## src/rtl/pixel_mixer.sv

```systemverilog
// Background/sprite pixel mixer: pulls the background FIFO, drops SCX fine-scroll
// pixels, merges sprites by priority, maps through the DMG palettes and tracks the line.
module pixel_mixer #(
    parameter int X_MAX = 160
) (
    input  logic       clk_in,
    input  logic       rst_in,
    input  logic       line_start_in,
    input  logic [7:0] SCX_in,
    input  logic [7:0] BGP_in,
    input  logic [7:0] OBP0_in,
    input  logic [7:0] OBP1_in,
    input  logic       bg_win_ena_in,
    input  logic       sprite_detected_in,
    output logic       bg_rd_en_out,
    input  logic [1:0] bg_pixel_in,
    input  logic       bg_valid_in,
    input  logic [1:0] sprite_pixel_in,
    input  logic       sprite_valid_in,
    input  logic       sprite_palette_in,
    input  logic       sprite_priority_in,
    output logic [1:0] pixel_out,
    output logic       pixel_valid_out,
    output logic [7:0] X_out,
    output logic       line_done_out
);

    typedef enum logic [1:0] {IDLE, DISCARD, RUN, DONE} state_t;

    state_t     state, state_nxt;
    logic [2:0] scx_lat;
    logic [2:0] disc_cnt;
    logic [8:0] issued;
    logic [8:0] issue_lim;
    logic [7:0] x_cnt;
    logic       rd_pending;
    logic       accept;
    logic       vld_p0;
    logic       done_p0;
    logic [1:0] shade_p0;
    logic       scx_unused;

    assign scx_unused = ^SCX_in[7:3];

    function automatic logic [1:0] pal_lookup(input logic [7:0] pal, input logic [1:0] c);
        return pal[{c, 1'b0} +: 2];
    endfunction

    function automatic logic [1:0] mix_shade(
        input logic       ena,
        input logic [1:0] bg,
        input logic       spv,
        input logic [1:0] sp,
        input logic       pal_sel,
        input logic       prio,
        input logic [7:0] bgp,
        input logic [7:0] obp0,
        input logic [7:0] obp1
    );
        logic [1:0] bgc;
        logic [1:0] spc;
        bgc = ena ? bg : 2'd0;
        spc = spv ? sp : 2'd0;
        if (spc != 2'd0 && (!prio || bgc == 2'd0))
            return pal_lookup(pal_sel ? obp1 : obp0, spc);
        return pal_lookup(bgp, bgc);
    endfunction

    // A returning read belongs to this line only if it was issued after the last line start.
    assign accept    = bg_valid_in && rd_pending && !line_start_in;
    assign issue_lim = {6'd0, scx_lat} + 9'(X_MAX);
    assign vld_p0    = accept && (state == RUN);
    assign done_p0   = vld_p0 && (x_cnt == 8'(X_MAX - 1));
    assign shade_p0  = mix_shade(bg_win_ena_in, bg_pixel_in, sprite_valid_in, sprite_pixel_in,
                                 sprite_palette_in, sprite_priority_in, BGP_in, OBP0_in, OBP1_in);

    always_ff @(posedge clk_in or negedge rst_in) begin
        if (!rst_in) state <= IDLE;
        else         state <= state_nxt;
    end

    always_comb begin
        state_nxt = state;
        if (line_start_in) begin
            state_nxt = (SCX_in[2:0] != 3'd0) ? DISCARD : RUN;
        end else begin
            case (state)
                DISCARD: if (accept && disc_cnt == 3'd1) state_nxt = RUN;
                RUN:     if (done_p0)                    state_nxt = DONE;
                default: state_nxt = state;
            endcase
        end
    end

    always_comb begin
        bg_rd_en_out = ((state == DISCARD) || (state == RUN)) && !sprite_detected_in
                       && (issued < issue_lim);
    end

    always_ff @(posedge clk_in or negedge rst_in) begin
        if (!rst_in) begin
            scx_lat    <= 3'd0;
            disc_cnt   <= 3'd0;
            issued     <= 9'd0;
            x_cnt      <= 8'd0;
            rd_pending <= 1'b0;
        end else if (line_start_in) begin
            scx_lat    <= SCX_in[2:0];
            disc_cnt   <= SCX_in[2:0];
            issued     <= 9'd0;
            x_cnt      <= 8'd0;
            rd_pending <= 1'b0;
        end else begin
            rd_pending <= bg_rd_en_out;
            if (bg_rd_en_out)
                issued <= issued + 9'd1;
            if (accept && state == DISCARD)
                disc_cnt <= disc_cnt - 3'd1;
            if (vld_p0 && x_cnt < 8'(X_MAX))
                x_cnt <= x_cnt + 8'd1;
        end
    end

    // p0 -> output register: shade, coordinate and line-complete pulse
    always_ff @(posedge clk_in or negedge rst_in) begin
        if (!rst_in) begin
            pixel_out       <= 2'd0;
            pixel_valid_out <= 1'b0;
            X_out           <= 8'd0;
            line_done_out   <= 1'b0;
        end else begin
            pixel_valid_out <= vld_p0;
            line_done_out   <= done_p0;
            if (vld_p0) begin
                pixel_out <= shade_p0;
                X_out     <= x_cnt;
            end
        end
    end

endmodule

```

## config.mk

```make
export PLATFORM = sky130hd
export DESIGN_NAME = pixel_mixer
export DESIGN_NICKNAME = d
export VERILOG_FILES = /design/src/rtl/pixel_mixer.sv
export SDC_FILE = /design/constraint.sdc
export NUM_CORES = 1
export LEC_CHECK = 0
export BUFFER_PORTS_ARGS = -buffer_cell sky130_fd_sc_hd__buf_2
export CORE_MARGIN = 2
export CORE_UTILIZATION = 56
export DETAILED_ROUTE_END_ITERATION = 10
export PLACE_DENSITY = 0.85
export SETUP_SLACK_MARGIN = 0.4
export SYNTH_ARGS = -nofsm -noshare
export SYNTH_HDL_FRONTEND = slang
export SYNTH_SLANG_ARGS = --single-unit
```

## constraint.sdc

```tcl
create_clock -name clk_in -period 3.6 [get_ports clk_in]
set_input_delay 0.72 -clock clk_in [delete_from_list [all_inputs] [get_ports clk_in]]
set_output_delay 0.72 -clock clk_in [all_outputs]
set_load 0.02 [all_outputs]
```

==> flow_summary.ini <==
[sta]
max_slew.worst_pin.slew_ns = 0.804
finalMaxSlewViolations = 0
fmax_ghz = 0.371
relSlewSlack_pct = 46.4
rsz0062_at_grt = no
period_needed_ns = 2.70
hold_violations = 0
setup_tns_ns = 0
setup_viol = 0
clock_skew_ns = 0.00782
post-route-period-util_pct = 74.9

[final_layout]
utilization_pct = 69.9
area_growth_pct = 16.9
final-instance-count-excl-fill = 310
drive_above_1_share_pct = 26.1
layout.nets = 316
num_antenna_cells = 0
stdcell_area_mm2 = 0.00239
n_fill_cell = 273

[critical_path]
endpoint = bg_rd_en_out
cp.arrival_ns = 1.98
rr_startpoint = state[0]
r2r_end = issued[5]
worst-setup-path-type = reg -> out
critPathLaunchType = flip-flop
crit_fanout = 7
crit_start = state[0]
endpoint_kind = output port
r2r_cells = 7
r2r_setup_slack_ns = 1.56
required_ns = 2.88

[global_route]
antenna_found_initial = 0
grt_overflow = 0
grt_use_total_pct = 22.6
grt_pass1_vias = 1715
grt_pass1_wl_mm = 7.36
grt_max_degree = 39

[placement]
gp_congestion = 0.819
placedCellCount = 302
portBuffers = 48
dp_hpwl_mm = 3.10
placed_area_mm2 = 0.00233

[floorplanning]
ios = 58
dieArea_mm2 = 0.00415
start_util_pct = 59.8
die_w_um = 64.4
floorplan.rows = 21
core_mm2 = 0.00342
die_h_um = 64.4

[run_status]
status = finished, final reports clean

[synthesis]
ys_seq_area_share_pct = 46.6
synth_top_area_share_pct = 46.6
syn_avg_cell_area_um2 = 9.63
netlist-cell-type-count = 51
synth_area_mm2 = 0.00204
yosysWarnings = 0
ys_seq_elements = 38
async_flop_share_pct = 100
synth_cells = 212
synth_area_leaders = dfrtp_1 (47%), nand2_1 (7.2%), ha_1 (4.9%)
synth_edf_count = 0
synth.largest_area_cell = dfrtp_1
syn-num-nets = 265
synthFlopType = dfrtp_1

[power_and_ir_drop]
p_leak_nw = 1.21
worst_ir_drop_vdd_mv = 0.249
power_density_mw_per_mm2 = 338

[detailed_routing]
drt_iter0_drc = 71
drc = 0
wirelength_mm = 4.17
avgViaCountPerCell = 5.50
avgRoutedWirePerCell_um = 13.4
drtPass1Iterations = 4
ant_nets = 0
vias = 1706

[cts]
clockRootBuffer = clkbuf_4
clk_path_buf_depth = 2
hold_buffers = 0
cts_setup_buffers = 0
h-tree-depth = 2
cts_resized = 0
clkLatencyLatePin_ns = 0.35
cts.sinks = 38
numCtsBuffers = 5
cts_tree = done
cts.clk_slew.worst_paths_ns = 0.11

[job]
maxCapViolations = 0

[worst_hold_path]
hp-class = in -> async
[cell families (layout without fill, tap and decap cells)]
logic type	Yosys count	after routing	share of synthesized area, %
AO/OA/AOI/OAI	39	39	13.8
buffers and inverters	16	68	3.00
AND/OR/NAND/NOR	93	93	23.2
XOR/XNOR	10	10	4.29
adder cells (fa/ha/maj)	8	8	4.90
flip-flops	38	38	46.6
multiplexers	8	8	4.29
[placed cells by master (no fill, tap or decap), types with 6 or more instances in the layout]
master / netlist / final
dfrtp_1: 38 / 38
inv_1: 10 / 10
o21ai_0: 11 / 11
buf_2: 1 / 48
nor2b_1: 6 / 6
nor2_1: 18 / 18
ha_1: 8 / 8
nand2_1: 39 / 39
xnor2_1: 6 / 6
[power by group]
group | switching [mW] | internal (mW) | total (mW)
clock network | 0.137 | 0.0947 | 0.232
registers | 0.0107 | 0.443 | 0.453
logic | 0.0702 | 0.0502 | 0.120
total | 0.218 | 0.588 | 0.806
[area by class of cell]
| class | count | area (um2) | area share, % |
|---|---|---|---|
| clock buffer | 7 | 55.1 | 2.31 |
| clock inverter | 1 | 5.00 | 0.210 |
| inverter | 11 | 41.3 | 1.73 |
| multi-input combinational | 158 | 1030 | 43.1 |
| sequential | 38 | 951 | 39.8 |
| tap | 46 | 57.6 | 2.41 |
| timing repair buffer | 49 | 248 | 10.4 |
[worst min path at each step]
stage / depth (start not counted) / from / slack [ns] / endpoint
finish: 1 / rst_in / 0.45 / X_out[6]
detailed placement: 2 / X_out[2] / 0.46 / X_out[2]
global placement: 2 / X_out[3] / 0.45 / X_out[3]
CTS: 1 / rst_in / 0.48 / X_out[3]
global route: 1 / rst_in / 0.51 / X_out[6]
floorplan: 0 / rst_in / 0.42 / X_out[0]
[state kept, by name, summed over array words and instances (netlist names)]
register,flops
pixel_valid_out,1
issued,9
x_cnt,8
line_done_out,1
X_out,8
rd_pending,1
pixel_out,2
disc_cnt,3
scx_lat,3
state,2
[metal layers]
layer	global-route usage [%]	up-vias	share of wire (%)
li1	-	840	-
met1	26.8	810	43
met2	39.2	49	50
met3	5.28	7	5.5
met4	9.57	0	1.6
met5	0	-	0
[synth_stat cells, types with 4 or more instances]
library cell  instances
o21ai_0              11
nand4_1               5
a21oi_1               5
nand2_1              39
nor2b_1               6
mux2i_1               5
xor2_1                4
inv_1                10
ha_1                  8
xnor2_1               6
dfrtp_1              38
nor2_1               18
and3_1                4
[stage by stage]
stage	setup WS [ns]	total power [mW]	hold WS [ns]
floorplan	1.50	0.532	0.424
global placement	1.14	0.578	0.454
detailed placement	1.17	0.583	0.456
CTS	0.882	0.810	0.475
global route	0.761	0.851	0.505
finish	0.903	0.806	0.454
[critical path: stages (launching register included)]
cell,delay (ns)
dfrtp_1,0.39
inv_1,0.05
ha_1,0.28
nor3_1,0.34
o31ai_4,0.20
nor2_4,0.18
buf_2,0.19
No activity file was read; power rests on OpenSTA's default activity.
